$ cat src/rtl/csc_pkg.sv
// Shared types and standard RGB->YCbCr coefficient tables for the colour-space converter.
// Coefficients and offsets are rounded to 13 fractional bits; offsets are held in whole output LSBs.
package csc_pkg;

    localparam int unsigned CSC_DATA_W = 8;
    localparam int unsigned CSC_COEF_W = 16;
    localparam int unsigned CSC_FRAC_W = 13;

    localparam int CSC_ONE          = 2 ** CSC_FRAC_W;
    localparam int CSC_OFF_C        = 2 ** (CSC_DATA_W - 1);
    localparam int CSC_OFF_Y_STUDIO = 16 * (2 ** (CSC_DATA_W - 8));

    typedef logic signed [CSC_COEF_W-1:0] coef_t;

    typedef enum logic [1:0] {
        MODE_601_FULL   = 2'd0,
        MODE_709_FULL   = 2'd1,
        MODE_601_STUDIO = 2'd2,
        MODE_USER       = 2'd3
    } csc_mode_e;

    // c[row*3 + col]: rows Y,Cb,Cr; cols R,G,B. off[row] in output LSBs.
    typedef struct packed {
        coef_t [0:8] c;
        coef_t [0:2] off;
    } coef_tbl_t;

    function automatic coef_tbl_t mk_tbl(
        input int yr, input int yg, input int yb,
        input int br, input int bg, input int bb,
        input int rr, input int rg, input int rb,
        input int oy, input int ob, input int orr
    );
        coef_tbl_t t;
        t.c   = {coef_t'(yr), coef_t'(yg), coef_t'(yb),
                 coef_t'(br), coef_t'(bg), coef_t'(bb),
                 coef_t'(rr), coef_t'(rg), coef_t'(rb)};
        t.off = {coef_t'(oy), coef_t'(ob), coef_t'(orr)};
        return t;
    endfunction

    localparam coef_tbl_t BT601_FULL = mk_tbl(
         2449,  4809,   934,
        -1382, -2714,  4096,
         4096, -3430,  -666,
        0, CSC_OFF_C, CSC_OFF_C);

    localparam coef_tbl_t BT709_FULL = mk_tbl(
         1742,  5859,   591,
         -939, -3157,  4096,
         4096, -3720,  -376,
        0, CSC_OFF_C, CSC_OFF_C);

    localparam coef_tbl_t BT601_STUDIO = mk_tbl(
         2104,  4130,   802,
        -1214, -2384,  3598,
         3598, -3013,  -585,
        CSC_OFF_Y_STUDIO, CSC_OFF_C, CSC_OFF_C);

    // Identity routing R->Cr, G->Cb, B->Y so the MAC lanes pass {R,G,B} through unchanged.
    localparam coef_tbl_t BYPASS_TBL = mk_tbl(
        0,       0,       CSC_ONE,
        0,       CSC_ONE, 0,
        CSC_ONE, 0,       0,
        0, 0, 0);

    function automatic coef_tbl_t std_table(input csc_mode_e m);
        coef_tbl_t t;
        case (m)
            MODE_601_FULL:   t = BT601_FULL;
            MODE_709_FULL:   t = BT709_FULL;
            MODE_601_STUDIO: t = BT601_STUDIO;
            default:         t = BYPASS_TBL;
        endcase
        return t;
    endfunction

endpackage

$ cat src/rtl/csc_mac_lane.sv
// One output channel of the converter: S1 products, S2 sum+offset+round, S3 shift/saturate/output.
// Every stage register advances only when adv is high.
module csc_mac_lane #(
    parameter int unsigned DATA_W = 8,
    parameter int unsigned COEF_W = 16,
    parameter int unsigned FRAC_W = 13
) (
    input  logic                     clk,
    input  logic                     rst,
    input  logic                     adv,
    input  logic [3*DATA_W-1:0]      pix,
    input  logic signed [COEF_W-1:0] c_r,
    input  logic signed [COEF_W-1:0] c_g,
    input  logic signed [COEF_W-1:0] c_b,
    input  logic signed [COEF_W-1:0] off,
    output logic [DATA_W-1:0]        res
);

    localparam int unsigned PROD_W = COEF_W + DATA_W + 1;
    localparam int unsigned ACC_W  = COEF_W + DATA_W + 3;
    localparam logic signed [ACC_W-1:0] RND     = ACC_W'(2 ** (FRAC_W - 1));
    localparam logic signed [ACC_W-1:0] SAT_MAX = ACC_W'(2 ** DATA_W - 1);

    logic signed [PROD_W-1:0] prod_r, prod_g, prod_b;
    logic signed [ACC_W-1:0]  off_q, acc_q, shr;
    logic [DATA_W-1:0]        sat;

    // S1: components are zero-extended before the signed multiply.
    always_ff @(posedge clk) begin
        if (adv) begin
            prod_r <= PROD_W'(c_r) * PROD_W'($signed({1'b0, pix[3*DATA_W-1 -: DATA_W]}));
            prod_g <= PROD_W'(c_g) * PROD_W'($signed({1'b0, pix[2*DATA_W-1 -: DATA_W]}));
            prod_b <= PROD_W'(c_b) * PROD_W'($signed({1'b0, pix[DATA_W-1:0]}));
            off_q  <= ACC_W'(off) <<< FRAC_W;
        end
    end

    // S2
    always_ff @(posedge clk) begin
        if (adv) begin
            acc_q <= ACC_W'(prod_r) + ACC_W'(prod_g) + ACC_W'(prod_b) + off_q + RND;
        end
    end

    always_comb begin
        shr = acc_q >>> FRAC_W;
        sat = shr[DATA_W-1:0];
        if (shr[ACC_W-1]) begin
            sat = '0;
        end else if (shr > SAT_MAX) begin
            sat = '1;
        end
    end

    // S3
    always_ff @(posedge clk) begin
        if (rst) begin
            res <= '0;
        end else if (adv) begin
            res <= sat;
        end
    end

endmodule

$ cat src/rtl/csc_stream_conv.sv
// RGB->YCbCr stream converter with valid/ready backpressure and SOF/EOL sideband, 3-cycle latency.
// Optional CSC_PROG_COEF_EN adds a writable coefficient table selected by mode 3 (otherwise bypass).
module csc_stream_conv
    import csc_pkg::*;
#(
    parameter int unsigned DATA_W = CSC_DATA_W,
    parameter int unsigned COEF_W = CSC_COEF_W,
    parameter int unsigned FRAC_W = CSC_FRAC_W
) (
    input  logic                clk,
    input  logic                rst,
`ifdef CSC_PROG_COEF_EN
    input  logic                cfg_we,
    input  logic [3:0]          cfg_addr,
    input  logic [COEF_W-1:0]   cfg_wdata,
`endif
    input  logic [1:0]          mode,
    input  logic                s_valid,
    output logic                s_ready,
    input  logic [3*DATA_W-1:0] s_data,
    input  logic                s_sof,
    input  logic                s_eol,
    output logic                m_valid,
    input  logic                m_ready,
    output logic [3*DATA_W-1:0] m_data,
    output logic                m_sof,
    output logic                m_eol
);

    logic      adv;
    logic      vld1, vld2, sof1, sof2, eol1, eol2;
    coef_tbl_t tbl;

    assign adv     = m_ready | ~m_valid;
    assign s_ready = adv;

`ifdef CSC_PROG_COEF_EN
    coef_tbl_t user_tbl;

    // The table register updates at the edge, so a same-cycle accept still sees the old value.
    always_ff @(posedge clk) begin
        if (rst) begin
            user_tbl <= BT601_FULL;
        end else if (cfg_we) begin
            if (cfg_addr <= 4'd8) begin
                user_tbl.c[cfg_addr] <= coef_t'(cfg_wdata);
            end else if (cfg_addr <= 4'd11) begin
                user_tbl.off[2'(cfg_addr - 4'd9)] <= coef_t'(cfg_wdata);
            end
        end
    end
`endif

    always_comb begin
        tbl = std_table(csc_mode_e'(mode));
`ifdef CSC_PROG_COEF_EN
        if (csc_mode_e'(mode) == MODE_USER) begin
            tbl = user_tbl;
        end
`endif
    end

    // Lane 0 = Y (LSBs), lane 1 = Cb, lane 2 = Cr (MSBs).
    for (genvar r = 0; r < 3; r++) begin : g_lane
        csc_mac_lane #(
            .DATA_W (DATA_W),
            .COEF_W (COEF_W),
            .FRAC_W (FRAC_W)
        ) u_lane (
            .clk (clk),
            .rst (rst),
            .adv (adv),
            .pix (s_data),
            .c_r (COEF_W'(tbl.c[3*r])),
            .c_g (COEF_W'(tbl.c[3*r+1])),
            .c_b (COEF_W'(tbl.c[3*r+2])),
            .off (COEF_W'(tbl.off[r])),
            .res (m_data[r*DATA_W +: DATA_W])
        );
    end

    // Valid and sideband pipe, lock-stepped with the lane stages.
    always_ff @(posedge clk) begin
        if (rst) begin
            vld1    <= 1'b0;
            vld2    <= 1'b0;
            m_valid <= 1'b0;
            sof1    <= 1'b0;
            sof2    <= 1'b0;
            m_sof   <= 1'b0;
            eol1    <= 1'b0;
            eol2    <= 1'b0;
            m_eol   <= 1'b0;
        end else if (adv) begin
            vld1    <= s_valid;
            vld2    <= vld1;
            m_valid <= vld2;
            sof1    <= s_valid & s_sof;
            sof2    <= sof1;
            m_sof   <= sof2;
            eol1    <= s_valid & s_eol;
            eol2    <= eol1;
            m_eol   <= eol2;
        end
    end

endmodule

$ cat config.mk
export PLATFORM = sky130hd
export DESIGN_NAME = csc_stream_conv
export DESIGN_NICKNAME = d
export VERILOG_FILES = /design/src/rtl/csc_pkg.sv /design/src/rtl/csc_mac_lane.sv /design/src/rtl/csc_stream_conv.sv
export SDC_FILE = /design/constraint.sdc
export NUM_CORES = 2
export LEC_CHECK = 0
export BUFFER_PORTS_ARGS = -buffer_cell sky130_fd_sc_hd__buf_2
export CORE_ASPECT_RATIO = 0.75
export CORE_MARGIN = 3
export CORE_UTILIZATION = 50
export DETAILED_ROUTE_END_ITERATION = 8
export PLACE_DENSITY = 0.71
export SYNTH_ARGS = -nofsm -noshare
export SYNTH_HDL_FRONTEND = slang
export SYNTH_HIERARCHICAL = 1
export SYNTH_SLANG_ARGS = --single-unit
$ cat constraint.sdc
create_clock -name clk -period 14.85 [get_ports clk]
set_input_delay 2.2275 -clock clk [delete_from_list [all_inputs] [get_ports clk]]
set_output_delay 2.2275 -clock clk [all_outputs]
set_load 0.01 [all_outputs]
* Yosys cells after proc, flatten, opt, wreduce, memory -nomap -nowiden *
Index checks and enable logic that the tools add are counted.

word-level totals
  register bits after elaboration = 376
  input port bits = 32
  output and inout bits = 28
  logic and storage cells = 65

cells by class
  add/subtract/negate cells = 12
  multiply operators = 9
  $lt $le $gt $ge = 3
  equality and inequality tests = 2
  muxes and demuxes = 7
  bitwise logic cells = 4
  reductions and logical operators = 1

operators by type and width
  kind                                                 count
  case mux 188 bit (3 select lines)                    1
  multiplier 16 x 9 -> 25 bit                          8
  adder 26 x 25 -> 27 bit                              3
  adder 27 x 14 -> 27 bit, second input constant       3
  adder 27 bit                                         3
  adder 25 x 25 -> 26 bit                              2
  two-way mux 8 bit                                    6
  > comparator 14 x 9 -> 1 bit, second input constant  3
  adder 21 x 25 -> 26 bit                              1
  multiplier 12 x 8 -> 20 bit                          1
  AND 1 bit                                            2
  == test 2 x 1 -> 1 bit, second input constant        1
  == test 2 bit, second input constant                 1
  logical NOT 2 bit                                    1
  NOT 1 bit                                            1
  OR 1 bit                                             1

* Logic depth before layout (Yosys ltp) *
  word-level depth = 4
  gate-level depth with buffers = 22
  gate-level depth less buffers = 22

* Hierarchy *
Netlist, hierarchy kept.

by module, submodules not included
  module                           times used  cells each  area each (um^2)  seq. area each (um^2)
  csc_mac_lane (g_lane[0].u_lane)  1           1944        19113.3           3253.1
  csc_mac_lane (g_lane[2].u_lane)  1           1962        19072.0           3253.1
  csc_mac_lane (g_lane[1].u_lane)  1           1914        18859.3           3253.1
  csc_stream_conv                  1           54          431.7             180.2

* Worst setup path before layout *
No wires, ideal clock.

  path type = in2reg
  start point = input mode[0]
  end point = register g_lane[1].u_lane.prod_g[17] (data pin)
  library setup time = 0.265 ns
  arrival = 10.248 ns
  data required time = 14.585 ns
  slack = 4.337 ns
  stages = 21
  path buffers = 0
  cells stage by stage = inv_1 > ha_1 > nor2_1 > nor2_1 > nand2_1 > fa_1 > inv_1 > fa_1 > fa_1 > inv_1 > fa_1 > inv_1 > ha_1 > o21a_1 > o21a_1 > and3_1 > a221o_1 > a21o_1 > a21o_1 > a2111oi_2 > nor3_1

RTL lines
  item                    line                   source
  start: declaration      csc_stream_conv.sv:17  input logic [1:0] mode,
  end signal: assignment  csc_mac_lane.sv:32     prod_g <= PROD_W'(c_g) * PROD_W'($signed({1'b0, pix[2*DATA_W-1 -: DATA_W]}));
  end: declaration        csc_mac_lane.sv:24     logic signed [PROD_W-1:0] prod_r, prod_g, prod_b;

==> key figures <==
Run status
  – Outcome: completed

STA
  – Final Hold Violating Endpoints: 0
  – FMAX: approximately 0.11 GHz
  – RSZ-0062 raised after global routing: no
  – Setup-failing EPs final: 0
  – Final period utilization: 0.598
  – Relative slew slack: 0.239
  – Worst-Margin Slew: 1140 ps
  – Post-layout min period: 8870 ps
  – Final Skew: about 26 ps
  – Setup ws final: 5980 ps
  – Setup TNS: 0 ps
  – Slew Viols, Final: 0

Global routing
  – First-pass GRT wire length: about 210 mm
  – M3 GR Usage: 0.0393
  – Total Routing Usage GR: 0.220
  – Largest net degree at the start of global routing: between 90 and 100
  – Total gr overflow: 0
  – Initial antenna violation count: 6
  – Busiest layer in global routing: met1
  – Grt met1 use: 0.335
  – Number of global-route vias before repair: about 41k
  – GRT met2 Usage: 0.332

Yosys
  – Post-Syn Area per Cell: 9.78 µm²
  – Synth Area in XOR/XNOR: 0.0355
  – Commonest cells in the netlist: 1389 x inv_1, 1029 x fa_1, 675 x and2_1
  – Synth Warn #: 6
  – Mux cell area share after synthesis: 0.00472
  – Synth Flop Type: edfxtp_1
  – Post-synthesis cell count: ~6k
  – Area contributors post-synth: fa_1 36%, edfxtp_1 16%, ha_1 12%
  – Count of different cell masters after synthesis: 90
  – Combinational family with the most area after synthesis: adder cells
  – Top cell type's share of synthesized area: 0.358
  – Synth Register Bits: roughly 340
  – Most frequent cell after synthesis: inv_1
  – EDFF count, synth: 309
  – Synth Area in Simple Gates: 0.145
  – Top cell type by total area after synthesis: fa_1
  – Post-synthesis adder-cell area fraction: 0.481
  – Seq/Total Area, Yosys: 0.173
  – Compound-Gate Fraction of Synth Area: 0.0631
  – Async S/R FF share, synth: 0
  – Post-Syn Area: between 0.05 and 0.06 mm²

Route
  – Detailed-route via count: between 30k and 40k
  – DR iter-0 viols: roughly 2.8k
  – DR vias/cell: 4.99
  – DRC: 0
  – Overall routed net length: approximately 120 mm
  – Routed Antenna Nets: 0
  – Routed len/inst: 15.9 µm
  – Router iterations before antenna repair: 6

Floorplanning
  – Initial Util: 0.505
  – Rows: 107
  – Die span in x: approximately 400 µm
  – Die height: 300 µm
  – Die area: ~0.12 mm²
  – Core area: 0.114 mm²
  – Io pins: 60

Critical path
  – Element type at the critical path end: register
  – Worst setup SP type: input port
  – Worst-path cell chain: buf_2, ha_1, inv_4, buf_4, buf_4, nand2_1, fa_1, inv_1, fa_1, ha_1, inv_1, fa_1, inv_1, ha_1, a21o_1, a21oi_1, o21ai_0, a221o_1, a2111oi_4, o21bai_2, a21oi_1, xnor2_1
  – Data required time of the worst path: 15180 ps
  – Delay of the slowest critical-path stage: 870 ps
  – Critical path class: in -> reg
  – Crit path max fanout: ~100
  – Data arrival time of the worst path: about 9200 ps
  – Crit-path slowest cell: buf_4

CTS
  – Resize count post-CTS: 0
  – Hold Buf Count CTS: 0
  – Number of buffers created by CTS: approximately 40
  – Max H-tree Level: 2
  – Clk sink count: 342
  – Worst-Skew Late Latency: 580 ps
  – Worst-path clk slew: ~60 ps
  – CTS Buffer Depth: 3
  – CTS tree: built
  – Postcts setup bufs: 0
  – CTS Root Cell: clkbuf_16

Power and ir drop
  – Pwr dens: roughly 230 mW/mm²
  – Worst-case vdd ir drop: approximately 230 µV
  – LEAKAGE: roughly 32 nW

Place
  – DP Worst Slack: approximately 5400 ps
  – Dpl hpwl: ~94 mm
  – GPL Wtd Cong: between 0.8 and 0.9
  – IO Port Bufs: 59

Hold path
  – Hold WC Path Type: reg -> reg

Finish
  – Synthesis-to-layout area growth: 8.39%
  – Share of cells above drive strength 1: 0.0337
  – NumNets Final: 7882

Job
  – Max cap viols: 0
[layout make-up]
class	count	area, µm²
fillers	10005	51500
multi-input cells	4385	43300
flip-flops and latches	342	9940
inverters	1390	5230
well taps	1526	1910
clock buffers	47	1090
repair buffers	97	581
clock inverters	28	284
diodes	3	7.51
[worst max-delay path: cells and delay by family]
kind            cells  cell delay (ps)
buf+inv             7             2220
simple gates        1              150
fa+ha+maj           6             2560
xor+xnor            1               90
compound gates      7             1840
[registers in the layout, summed over array words and instances, names as in the netlist]
signal / cells
m_valid: 1
sof1: 1
sof2: 1
eol2: 1
g_lane.u_lane/prod_r: 75
m_sof: 1
vld2: 1
g_lane.u_lane/prod_b: 75
g_lane.u_lane/prod_g: 75
g_lane.u_lane/acc_q: 42
g_lane.u_lane/res: 24
g_lane.u_lane/off_q: 42
m_eol: 1
vld1: 1
eol1: 1
[cell usage in the layout (no fill, tap or decap), types with 161 or more instances in the layout]
| cell type | netlist | routed |
|---|---|---|
| ha_1 | 564 | 561 |
| edfxtp_1 | 309 | 309 |
| nand2_1 | 572 | 572 |
| inv_1 | 1389 | 1388 |
| nor2_1 | 199 | 197 |
| and2_1 | 675 | 675 |
| conb_1 | 2 | 344 |
| fa_1 | 1029 | 1029 |
| xnor2_1 | 161 | 161 |
| a21oi_1 | 180 | 180 |
[per-layer routing]
| layer | part of all wire | vias to the layer above | wire length (µm) |
|---|---|---|---|
| li1 | - | 18514 | - |
| met2 | 0.43 | 1003 | 53300 |
| met5 | 0 | - | 0 |
| met4 | 0.015 | 0 | 1850 |
| met1 | 0.48 | 19368 | 59900 |
| met3 | 0.074 | 102 | 9180 |
[stage by stage]
stage | cell area [µm²] | cells | hold slack [ps] | total power [mW] | utilization
2_1_floorplan | 58800 | 6216 | 432 | 10.6 | -
3_3_place_gp | 60900 | 7740 | 436 | 12.8 | 0.535
3_5_place_dp | 60900 | 7740 | 441 | 13.1 | 0.535
4_1_cts | 62300 | 7815 | 449 | 14.2 | 0.547
5_1_grt | 62300 | 7817 | 480 | 16.1 | 0.547
6_report | 62300 | 7818 | 446 | 14.4 | 0.547
[power by group]
part	leakage [nW]	internal, mW	switching, mW
Clock	0.665	0.603	0.430
Combinational	28.2	4.70	6.30
Sequential	3.55	2.08	0.302
Total	32.4	7.38	7.03
[logic make-up after synthesis]
family	count (synthesis)
buffers and inverters	1489
adders and majority gates	1593
DFF	342
and+or+nand+nor	1651
xor gates and xnor gates	233
AOI/OAI and AO/OA	537
other	2
muxes	27
[final timing paths]
| path | from | end | slack [ps] | cells past startpoint |
|---|---|---|---|---|
| worst min-delay path | m_eol$_SDFFE_PP0P_ | m_eol$_SDFFE_PP0P_ | 450 | 2 |
| worst max-delay path | mode[0] | g_lane[1].u_lane/prod_g[21]$_DFFE_PP_ | 5980 | 22 |
| worst max register to register | g_lane[0].u_lane/prod_r[13]$_DFFE_PP_ | g_lane[0].u_lane/acc_q[26]$_DFFE_PP_ | 11110 | 11 |
| worst min register to register | m_eol$_SDFFE_PP0P_ | m_eol$_SDFFE_PP0P_ | 450 | 2 |
(Power assumes the default switching activity.)
